$ cat src/rtl/wb_arbiter.sv
// Write-back arbiter: merges ALU and long-latency results onto the single register-file
// write port, buffers long-latency results in a FIFO and tracks pending destinations.
module wb_arbiter #(
  parameter int DEPTH = 4,
  parameter int AW    = 5,
  parameter int DW    = 32
) (
  input  logic                     Clk,
  input  logic                     Reset,
  input  logic                     AluValid,
  input  logic [AW-1:0]            AluRd,
  input  logic [DW-1:0]            AluData,
  input  logic                     LuValid,
  output logic                     LuReady,
  input  logic [AW-1:0]            LuRd,
  input  logic [DW-1:0]            LuData,
  input  logic                     IssueValid,
  input  logic [AW-1:0]            IssueRd,
  input  logic [AW-1:0]            QRs1,
  input  logic [AW-1:0]            QRs2,
  output logic                     Pend1,
  output logic                     Pend2,
  output logic [AW-1:0]            RD,
  output logic [DW-1:0]            WData,
  output logic                     RegWr,
  output logic [$clog2(DEPTH):0]   FifoCount
);

  localparam int PW   = $clog2(DEPTH);
  localparam int CW   = PW + 1;
  localparam int NREG = 1 << AW;

  // FIFO storage
  logic [AW-1:0] fifo_rd_mem   [DEPTH];
  logic [DW-1:0] fifo_data_mem [DEPTH];

  logic [PW-1:0]   wr_ptr_q, wr_ptr_d;
  logic [PW-1:0]   rd_ptr_q, rd_ptr_d;
  logic [CW-1:0]   count_q,  count_d;
  logic [NREG-1:0] pend_q,   pend_d;
  logic            reg_wr_q, reg_wr_d;
  logic [AW-1:0]   rd_q,     rd_d;
  logic [DW-1:0]   wdata_q,  wdata_d;

  logic          lu_ready;
  logic          alu_sel;
  logic          fifo_sel;
  logic          push;
  logic [AW-1:0] head_rd;
  logic [DW-1:0] head_data;

  assign lu_ready  = (count_q < CW'(DEPTH));
  assign alu_sel   = AluValid && (AluRd != '0);
  assign head_rd   = fifo_rd_mem[rd_ptr_q];
  assign head_data = fifo_data_mem[rd_ptr_q];
  // An x0 ALU result forfeits its slot, so the FIFO head may use it.
  assign fifo_sel  = !alu_sel && (count_q != '0) && (head_rd != '0);
  // x0 long-latency results complete the handshake but are never stored.
  assign push      = LuValid && lu_ready && (LuRd != '0);

  // NOTE: every always_comb output gets a default first so no path can infer a latch.
  always_comb begin
    wr_ptr_d = wr_ptr_q;
    rd_ptr_d = rd_ptr_q;
    count_d  = count_q;
    reg_wr_d = 1'b0;
    rd_d     = rd_q;
    wdata_d  = wdata_q;
    pend_d   = pend_q;

    if (push)     wr_ptr_d = wr_ptr_q + PW'(1);
    if (fifo_sel) rd_ptr_d = rd_ptr_q + PW'(1);

    case ({push, fifo_sel})
      2'b10:   count_d = count_q + CW'(1);
      2'b01:   count_d = count_q - CW'(1);
      default: count_d = count_q;
    endcase

    if (alu_sel) begin
      reg_wr_d = 1'b1;
      rd_d     = AluRd;
      wdata_d  = AluData;
    end else if (fifo_sel) begin
      reg_wr_d = 1'b1;
      rd_d     = head_rd;
      wdata_d  = head_data;
    end

    // Clear before set so a same-cycle reissue keeps the register pending.
    if (fifo_sel)                       pend_d[head_rd] = 1'b0;
    if (IssueValid && (IssueRd != '0))  pend_d[IssueRd] = 1'b1;
    pend_d[0] = 1'b0;
  end

  // NOTE: sequential state uses non-blocking assignments so all flops update together.
  always_ff @(posedge Clk or posedge Reset) begin
    if (Reset) begin
      wr_ptr_q <= '0;
      rd_ptr_q <= '0;
      count_q  <= '0;
      pend_q   <= '0;
      reg_wr_q <= 1'b0;
      rd_q     <= '0;
      wdata_q  <= '0;
    end else begin
      wr_ptr_q <= wr_ptr_d;
      rd_ptr_q <= rd_ptr_d;
      count_q  <= count_d;
      pend_q   <= pend_d;
      reg_wr_q <= reg_wr_d;
      rd_q     <= rd_d;
      wdata_q  <= wdata_d;
    end
  end

  // NOTE: FIFO storage is not reset; entries are only read while count_q covers them.
  always_ff @(posedge Clk) begin
    if (push) begin
      fifo_rd_mem[wr_ptr_q]   <= LuRd;
      fifo_data_mem[wr_ptr_q] <= LuData;
    end
  end

  assign LuReady   = lu_ready;
  assign Pend1     = pend_q[QRs1];
  assign Pend2     = pend_q[QRs2];
  assign RegWr     = reg_wr_q;
  assign RD        = rd_q;
  assign WData     = wdata_q;
  assign FifoCount = count_q;

endmodule
$ cat config.mk
export PLATFORM = sky130hd
export DESIGN_NAME = wb_arbiter
export DESIGN_NICKNAME = d
export VERILOG_FILES = /design/src/rtl/wb_arbiter.sv
export SDC_FILE = /design/constraint.sdc
export NUM_CORES = 1
export LEC_CHECK = 0
export BUFFER_PORTS_ARGS = -buffer_cell sky130_fd_sc_hd__buf_2
export CORE_MARGIN = 2
export CORE_UTILIZATION = 41
export DETAILED_ROUTE_END_ITERATION = 8
export PLACE_DENSITY_LB_ADDON = 0.15
export SLEW_MARGIN = 5
export SYNTH_ARGS = -nofsm -noshare
export SYNTH_HDL_FRONTEND = slang
export SYNTH_SLANG_ARGS = --single-unit
$ cat constraint.sdc
create_clock -name Clk -period 7.8 [get_ports Clk]
set_input_delay 0.39 -clock Clk [delete_from_list [all_inputs] [get_ports Clk]]
set_output_delay 0.39 -clock Clk [all_outputs]
set_load 0.01 [all_outputs]
Word-level counts from Yosys, hierarchy flattened
Memories as Yosys holds them, arrays and structs flattened.
Cells that the tools add are included.

storage, ports and cells
  output and inout port bits = 44
  memories = 2
  bits in registers = 76
  memory bits (writable) = 148

memory list
  memory         words  bits a word  read ports  clocked after memory_dff  write ports  line  text
  fifo_data_mem  4      32           1           0                         1            35    logic [DW-1:0] fifo_data_mem [DEPTH];
  fifo_rd_mem    4      5            1           0                         1            34    logic [AW-1:0] fifo_rd_mem [DEPTH];

cells by class
  multiplexer cells = 19
  add/subtract/negate cells = 4
  bitwise operators = 3
  reduce and logical (&&, ||, !) cells = 16
  equal/unequal tests = 2
  order comparisons = 7

operator list
  cell                                                         count
  2-to-1 mux 32 bit                                            4
  bitwise AND 32 bit                                           1
  NOT 32 bit                                                   1
  OR 32 bit                                                    1
  less-than comparator 5 x 6 -> 1 bit (second input constant)  4
  nonzero test 5 bit                                           4
  binary-select mux 1 bit (select 5 bit)                       2
  demux 1 bit (select 5 bit)                                   2
  >= comparator 5 x 1 -> 1 bit (second input constant)         2
  2-to-1 mux 5 bit                                             2
  logical AND 1 bit                                            8
  2-to-1 mux 1 bit                                             8
  case mux 3 bit (2 select lines)                              1
  adder 2 x 1 -> 2 bit (second input constant)                 2
  nonzero test 2 bit                                           2
  adder 3 x 1 -> 3 bit (second input constant)                 1
  less-than comparator 3 bit (second input constant)           1
  nonzero test 3 bit                                           1
  subtractor 3 x 1 -> 3 bit (second input constant)            1
  equality test 2 x 1 -> 1 bit (second input constant)         1
  equality test 2 bit (second input constant)                  1
  zero test 1 bit                                              1

Logic depth before layout (Yosys ltp)
Gate-level depths: netlist of run 1.
An unclocked memory read counts as a cell.

  depth after elaboration = 10
  mapped depth = 12
  depth with buffers taken out = 10

Worst setup path before layout of run 1
OpenSTA, ideal clock, no wires.

  kind = input to register
  from = input AluRd[2]
  to = register count_q[2], in the netlist FifoCount[2]
  data arrival time = 2.468 ns
  setup time = 0.080 ns
  required time = 7.720 ns
  path slack = 5.252 ns
  path buffers = 0
  stages = 9
  cell sequence = or4_1 -> o21ai_1 -> and3_1 -> ha_1 -> inv_1 -> fa_1 -> xor2_1 -> nor2_1 -> xnor2_1

between the ends
  word-level cells in the longest chain between the ends = 7

ends and longest elaborated chain
  what                                                                   line  text
  start, declared                                                        11    input logic [AW-1:0] AluRd,
  nonzero test 5 bit (*)                                                 53    assign alu_sel = AluValid && (AluRd != '0);
  logical AND 1 bit (*)                                                  53
  zero test 1 bit (*)                                                    57    assign fifo_sel = !alu_sel && (count_q != '0) && (head_rd != '0);
  logical AND 1 bit (*) (2 in series)                                    57
  equality test 2 x 1 -> 1 bit or equality test 2 bit (tied branches)    74    case ({push, fifo_sel})
  case mux 3 bit (2 select lines) or nonzero test 2 bit (tied branches)  n/a
  end signal, assigned                                                   109   count_q <= count_d;
  end, declared                                                          39    logic [CW-1:0] count_q, count_d;

Mark *: on every way between the ends. The rest lies on a longest branch, timed or not.
A chain may end at the register's enable or synchronous reset.

Worst setup path after layout of run 1
  from = register rd_ptr_q[0]
  to = register count_q[1], in the netlist FifoCount[1]

between the ends
  word-level cells in the longest chain between the ends = 5

ends and longest elaborated chain
  what                                                                   line  text
  start, declared                                                        38    logic [PW-1:0] rd_ptr_q, rd_ptr_d;
  start signal, assigned                                                 108   rd_ptr_q <= rd_ptr_d;
  memory (4 x 5 bit) (*)                                                 n/a
  nonzero test 5 bit (*)                                                 57
  logical AND 1 bit (*)                                                  57
  equality test 2 x 1 -> 1 bit or equality test 2 bit (tied branches)    74
  case mux 3 bit (2 select lines) or nonzero test 2 bit (tied branches)  n/a

Marks and branches as above.

==> results of run 1 <==
area by class of cell:
cell class / instances / area (sq um)
antenna: 1 / 2.50
timing repair buffer: 141 / 716
fill: 1927 / 11000
clock inverter: 15 / 174
multi-input combinational: 335 / 2770
tap: 280 / 350
clock buffer: 27 / 601
sequential: 224 / 6350
inverter: 9 / 35.0
where the power goes:
group | internal (mW) | switching [mW]
combinational | 0.551 | 0.643
clock | 0.682 | 0.438
sequential | 1.57 | 0.192
worst max path at each step:
stage | startpoint | end | slack [ns]
after floorplan | AluRd[2] | FifoCount[2] | 5.25
after global placement | rd_ptr_q[0] | FifoCount[2] | 4.06
after detailed placement | rd_ptr_q[0] | FifoCount[1] | 4.04
after CTS | rd_ptr_q[0] | FifoCount[1] | 4.04
after global routing | rd_ptr_q[0] | FifoCount[2] | 3.70
final | rd_ptr_q[0] | FifoCount[1] | 4.11
state kept, by name, summed over array words and instances, names as in the netlist:
register       cells
RegWr              1
FifoCount          3
fifo_rd_mem       20
wr_ptr_q           2
RD                 5
rd_ptr_q           2
WData             32
fifo_data_mem    128
pend_q            31
per-stage QoR:
| step | setup slack (ns) | cell area (sq um) | total power, mW |
|---|---|---|---|
| 6_report | 4.11 | 11000 | 4.07 |
| 5_1_grt | 3.70 | 11000 | 4.32 |
| 4_1_cts | 4.04 | 11000 | 4.13 |
| 3_5_place_dp | 4.04 | 10200 | 3.00 |
| 3_3_place_gp | 4.06 | 10200 | 2.96 |
| 2_1_floorplan | 5.25 | 9260 | 2.59 |
per-layer routing:
| metal | up-vias | share of wire | GRT usage |
|---|---|---|---|
| met5 | - | 0.00063 | 0 |
| met4 | 2 | 0.021 | 0.0489 |
| met3 | 35 | 0.065 | 0.0356 |
| met2 | 163 | 0.50 | 0.300 |
| met1 | 2836 | 0.42 | 0.233 |
| li1 | 2568 | - | - |
synth_stat cells, drive strengths merged, types with 2 or more instances:
cell / n / share of area
ha: 5 / 0.0068
buf: 10 / 0.0072
edfxtp: 148 / 0.48
a22oi: 5 / 0.0041
and3: 3 / 0.0020
inv: 9 / 0.0036
nor2b: 2 / 0.0014
o2bb2ai: 3 / 0.0028
or3: 3 / 0.0026
dfrtp: 76 / 0.21
a31oi: 32 / 0.022
mux4: 55 / 0.13
mux2: 4 / 0.0049
nor2: 43 / 0.017
nand4: 3 / 0.0020
a21oi: 5 / 0.0027
or3b: 2 / 0.0019
clkbuf: 19 / 0.0077
nand2: 79 / 0.032
o21ai: 58 / 0.031
xor2: 2 / 0.0019
nand3b: 7 / 0.0057
and2: 5 / 0.0034
xnor2: 4 / 0.0038
nand3: 5 / 0.0027
logic make-up (layout without fill, tap and decap cells):
logic type / Yosys count / in the layout / synth area share
other: 0 / 1 / 0
AND/OR/NAND/NOR: 156 / 156 / 0.0739
multiplexers: 60 / 60 / 0.140
buffers and inverters: 38 / 192 / 0.0185
adder cells (fa/ha/maj): 6 / 6 / 0.00892
XOR/XNOR: 6 / 6 / 0.00568
AO/OA/AOI/OAI: 107 / 107 / 0.0674
flip-flops: 224 / 224 / 0.685
critical path: stages (launching register included):
cell and delay, ns:
dfrtp_2 0.61, buf_4 0.56, mux4_1 0.80, nor3_1 0.41, nand2_1 0.14, and3_1 0.24
ha_1 0.21, inv_1 0.07, fa_1 0.41, mux2i_1 0.13
==> summary.txt, run 1 <==
Timing
  • Slew @ Worst Pin: between 1 and 1.5 ns
  • Clk_skew: 0.0131 ns
  • Final setup viols: 0
  • Setup TNS: 0 ns
  • Final hold viol count: 0
  • RSZ-0062 raised after global routing: no
  • Fin crit period: 3.69 ns
  • Min Hold Slack: 0.0949 ns
  • Max-slew violation count: 0
  • Max frequency: roughly 270 MHz
  • Slew margin rel.: 0.283
  • Final Cycle Share: 0.473

Logic synthesis
  • Synth Register Bits: 224
  • Syn Area/Cell: 15.5 sq um
  • Synthesized cell area: 9260 sq um
  • Synthesized netlist cell count: 597
  • Register area share after synthesis: 0.685
  • Number of synthesized flops with an enable pin: 148
  • Synth async-reset ratio: 0.339
  • Yosys warns: 0
  • Syn Nets: 697
  • Post-synth top flop: edfxtp_1
  • Unique cell type count in the Yosys netlist: 42

Pwr
  • Leak Pwr: 4.12 nW
  • Power per standard cell area: roughly 370 nW/um^2
  • Peak supply drop: 0.000180 V

GRT
  • First-pass GRT wire length: 32,700 um
  • Largest net degree at the start of global routing: 83
  • Remaining global-route overflow: 0
  • Tot GR Track Use: 0.176
  • Initial antenna violation count: 2
  • Via count of the first global-routing pass: 5,905

CTS
  • Total CTS buffers: 23
  • Clock slew at reported path FFs: 0.06 ns
  • Total setup buffers inserted after CTS: 0
  • Post_cts resized: 0
  • Skew-Pair Late Insertion Delay: 0.51 ns
  • Hold_buf cts: 0
  • Root buffer cell: clkbuf_16
  • CTS tree: yes
  • Clk sinks: 224
  • Clock Tree Buf Depth: 3
  • # H-tree levels: 1

Placement
  • HPWL Detailed: ~13,000 um
  • Buffers added on ports: 137
  • Dpl cells: 989
  • Final RePlAce weighted congestion: 0.808

Job
  • Max-cap violations: 0

Setup path
  • Worst Reg-to-Reg Cells: 9
  • R2r setup slk: 4.11 ns
  • Worst r2r src: rd_ptr_q[0]
  • Req. time, crit path: 8.24 ns
  • Crit. End Element: flip-flop
  • RR Endpoint: FifoCount[1]
  • Critical path type: flip-flop to flip-flop
  • Crit-path max FO: 28
  • CP arrival: about 4.1 ns
  • Startpoint Class: flip-flop

Die
  • Die H: 154 um
  • I/O pin cnt: 138
  • Die width: 154 um
  • Die Area: 23,800 sq um
  • Initial Util: 0.420
  • Site row count: 54
  • Area of the core: 22,000 sq um

Final layout
  • Synth-to-Final Area Change: 18.8%
  • Layout Utilization: 0.499
  • Commonest non-fill, non-tap cell in the layout: edfxtp_1
  • Most frequent cells in the layout: edfxtp_1, buf_2, nand2_1
  • Share of layout cells above drive strength 1: 0.328
  • Final nets: about 830
  • Fin cells: 1,032

Detailed routing
  • Drt drc: 0
  • Vias/cell: 5.43
  • Drt first pass iters: 5
  • Final ANT Viol Nets: 0
  • Routed via count: 5,604
  • Total wire length: 20,600 um
  • Initial DRC count: 329
  • Wire per inst: 20.0 um

Hold path
  • Hold endpoint: fifo_data_mem[0][4]
  • Worst Hold Class: input port to flip-flop
  • Hold path depth: 1
  • Min-delay src: LuData[4]

Run status
  • Run status: completed
No activity file was read; power rests on OpenSTA's default activity.
==> run 2, diff against run 1 <==
==> constraint.sdc (replaced) <==
create_clock -name Clk -period 3.9 [get_ports Clk]
set_input_delay 0.195 -clock Clk [delete_from_list [all_inputs] [get_ports Clk]]
set_output_delay 0.195 -clock Clk [all_outputs]
set_load 0.01 [all_outputs]
==> run 2 against run 1 <==
Sequential share of layout area is 3.6 points lower. Non-clock buffer count is 78 higher. Utilization is 3.3 points higher. Critical endpoint is now FifoCount[2].
==> summary.txt, run 2 (synthesis gave the netlist of run 1 again) <==
Run status
  • Run status: completed (unchanged)

Setup path
  • Startpoint Class: flip-flop (unchanged)
  • Crit-path cells: mux4_1 -> nor3_1 -> nand2_1 -> and3_1 -> ha_1 -> inv_1 -> fa_1 -> xor2_1 -> nor2_1 -> xnor2_1 (was buf_4 -> mux4_1 -> nor3_1 -> nand2_1 -> and3_1 -> ha_1 -> inv_1 -> fa_1 -> mux2i_1)
  • CP max stage cell: mux4_1 (unchanged)
  • Crit-path max FO: 15 (was 28)
  • RR Endpoint: FifoCount[2] (was FifoCount[1])
  • Req. time, crit path: 4.28 ns (was 8.24 ns)
  • Worst Reg-to-Reg Cells: 10 (was 9)
  • Crit. End Element: flip-flop (unchanged)
  • R2r setup slk: 0.76 ns (was 4.11 ns)
  • Critical path type: flip-flop to flip-flop (unchanged)
  • Worst r2r src: rd_ptr_q[0] (unchanged)
  • CP arrival: 3.53 ns (was 4.12 ns)
  • CP max stage delay: 0.79 ns (was 0.80 ns)

Timing
  • Setup TNS: 0 ns (unchanged)
  • Final hold viol count: 0 (unchanged)
  • Setup WS post-layout: 0.755 ns (was 4.11 ns)
  • Final Cycle Share: 0.806 (was 0.473)
  • Max-slew violation count: 0 (unchanged)
  • RSZ-0062 raised after global routing: no (unchanged)
  • Fin crit period: 3.14 ns (was 3.69 ns)
  • Clk_skew: 0.0101 ns (was 0.0131 ns)
  • Final setup viols: 0 (unchanged)
  • Slew margin rel.: 0.301 (was 0.283)
  • Slew @ Worst Pin: 1.05 ns (was 1.08 ns)
  • Max frequency: 318 MHz (was 271 MHz)

Pwr
  • Seq pwr share: 0.427 (was 0.432)
  • Total power: 8.09 mW (was 4.07 mW)
  • Peak supply drop: 0.000319 V (was 0.000180 V)
  • Leak Pwr: 4.41 nW (was 4.12 nW)
  • Sw Ratio: 0.318 (was 0.312)
  • Clock group share of total power: 0.258 (was 0.275)
  • Switch Pwr: 2.57 mW (was 1.27 mW)
  • Power per standard cell area: 690 nW/um^2 (was 370 nW/um^2)
  • Gate power share: 0.315 (was 0.293)
  • Internal: 5.51 mW (was 2.80 mW)

Die
  • Die Area: 23,800 sq um (unchanged)
  • I/O pin cnt: 138 (unchanged)
  • Site row count: 54 (unchanged)
  • Area of the core: 22,000 sq um (unchanged)
  • Initial Util: 0.420 (unchanged)
  • Die width: 154 um (unchanged)
  • Die H: 154 um (unchanged)

Placement
  • HPWL Detailed: 13,400 um (was 13,000 um)
  • Dpl cells: 992 (was 989)
  • DP Worst Slack: 0.740 ns (was 4.04 ns)
  • Buffers added on ports: 137 (unchanged)
  • Final RePlAce weighted congestion: 0.804 (was 0.808)

CTS
  • CTS tree: yes (unchanged)
  • # H-tree levels: 1 (unchanged)
  • Skew-Pair Late Insertion Delay: 0.50 ns (was 0.51 ns)
  • Total CTS buffers: 25 (was 23)
  • Root buffer cell: clkbuf_16 (unchanged)
  • Clk sinks: 224 (unchanged)
  • Hold_buf cts: 75 (was 0)
  • Clock slew at reported path FFs: 0.06 ns (about the same)
  • Post_cts resized: 0 (unchanged)
  • Clock Tree Buf Depth: 3 (unchanged)
  • Total setup buffers inserted after CTS: 0 (unchanged)

Hold path
  • Worst Hold Class: input port to flip-flop (unchanged)
  • Hold path depth: 3 (was 1)
  • Hold endpoint: pend_q[10] (was fifo_data_mem[0][4])
  • Min-delay src: IssueRd[3] (was LuData[4])

GRT
  • Grt met3 use: 0.0395 (was 0.0356)
  • Largest net degree at the start of global routing: 51 (was 83)
  • Met2 Track Usage GR: 0.307 (was 0.300)
  • Routing usage on met1: 0.243 (was 0.233)
  • Initial antenna violation count: 0 (was 2)
  • Tot GR Track Use: 0.182 (was 0.176)
  • Via count of the first global-routing pass: 6,323 (was 5,905)
  • Layer with the highest usage: met2 (unchanged)
  • First-pass GRT wire length: 34,100 um (was 32,700 um)
  • Remaining global-route overflow: 0 (unchanged)

Job
  • Max-cap violations: 0 (unchanged)

Final layout
  • Antenna cells: 0 (was 1)
  • Fin cells: 1,112 (was 1,032)
  • Most frequent cells in the layout: edfxtp_1, buf_2, nand2_1 (unchanged)
  • Share of layout cells above drive strength 1: 0.293 (was 0.328)
  • Synth-to-Final Area Change: 26.6% (was 18.8%)
  • Final nets: 914 (was 834)
  • Commonest non-fill, non-tap cell in the layout: edfxtp_1 (unchanged)
  • Reg with most FFs: fifo_data_mem (unchanged)
  • Number of flip-flops under the largest register name: 128 (unchanged)

Detailed routing
  • Vias/cell: 5.39 (was 5.43)
  • Wire per inst: 19.2 um (was 20.0 um)
  • Drt drc: 0 (unchanged)
  • Initial DRC count: 370 (was 329)
  • Total wire length: 21,400 um (was 20,600 um)
  • Drt first pass iters: 5 (unchanged)
  • Final ANT Viol Nets: 0 (unchanged)
  • Routed via count: 5,990 (was 5,604)
[run 2: cell types whose count changed in the layout (fill, tap and decap cells not counted), sizes merged]
cell,previous run,this run
dlygate4sd3,0,75
clkbuf,27,39
diode,1,0
clkinv,11,6
inv,9,8
clkinvlp,0,1
bufinv,4,0
buf,141,144
[run 2: critical path: cells and delay by family, from the launching register on]
kind / cells / cell delay (ns)
xor+xnor: 2 / 0.26
fa+ha+maj: 2 / 0.39
buf+inv: 1 / 0.07
flops: 1 / 0.66
mux: 1 / 0.79
simple gates: 4 / 0.84
[run 2: power by group through the flow]
stage	registers, mW	clock network [mW]	logic [mW]
finish	3.46	2.09	2.54
global route	3.53	2.25	2.82
CTS	3.46	2.14	2.58
detailed placement	3.50	0	2.52
global placement	3.46	0	2.48
floorplan	3.46	0	1.72
[run 2: layout make-up]
type	instances	area [sq um]
multi-input combinational	335	2770
clock buffer	39	698
sequential	224	6350
tap	280	350
inverter	9	35.0
clock inverter	6	28.8
timing repair buffer	219	1490
fill	1841	10300
[run 2: worst max path at each step]
| stage | from | to | slack [ns] | depth (start not counted) |
|---|---|---|---|---|
| final | rd_ptr_q[0] | FifoCount[2] | 0.76 | 10 |
| after global routing | rd_ptr_q[0] | FifoCount[2] | 0.46 | 10 |
| after global placement | rd_ptr_q[0] | FifoCount[2] | 0.78 | 10 |
| after floorplan | rd_ptr_q[0] | FifoCount[2] | 1.38 | 11 |
| after CTS | rd_ptr_q[0] | FifoCount[2] | 0.73 | 10 |
| after detailed placement | rd_ptr_q[0] | FifoCount[2] | 0.74 | 10 |
[run 2: metrics by stage]
step | hold WS, ns | util | area [sq um]
floorplan | 0.294 | - | 9260
global placement | 0.404 | 0.465 | 10200
detailed placement | 0.412 | 0.465 | 10200
CTS | 0.0810 | 0.532 | 11700
global route | 0.111 | 0.532 | 11700
finish | 0.108 | 0.532 | 11700
[run 2: per-layer routing]
metal | wire length (um) | up-vias
met4 | 320 | 0
li1 | - | 2729
met3 | 1490 | 30
met5 | 0 | -
met2 | 10600 | 211
met1 | 9040 | 3020
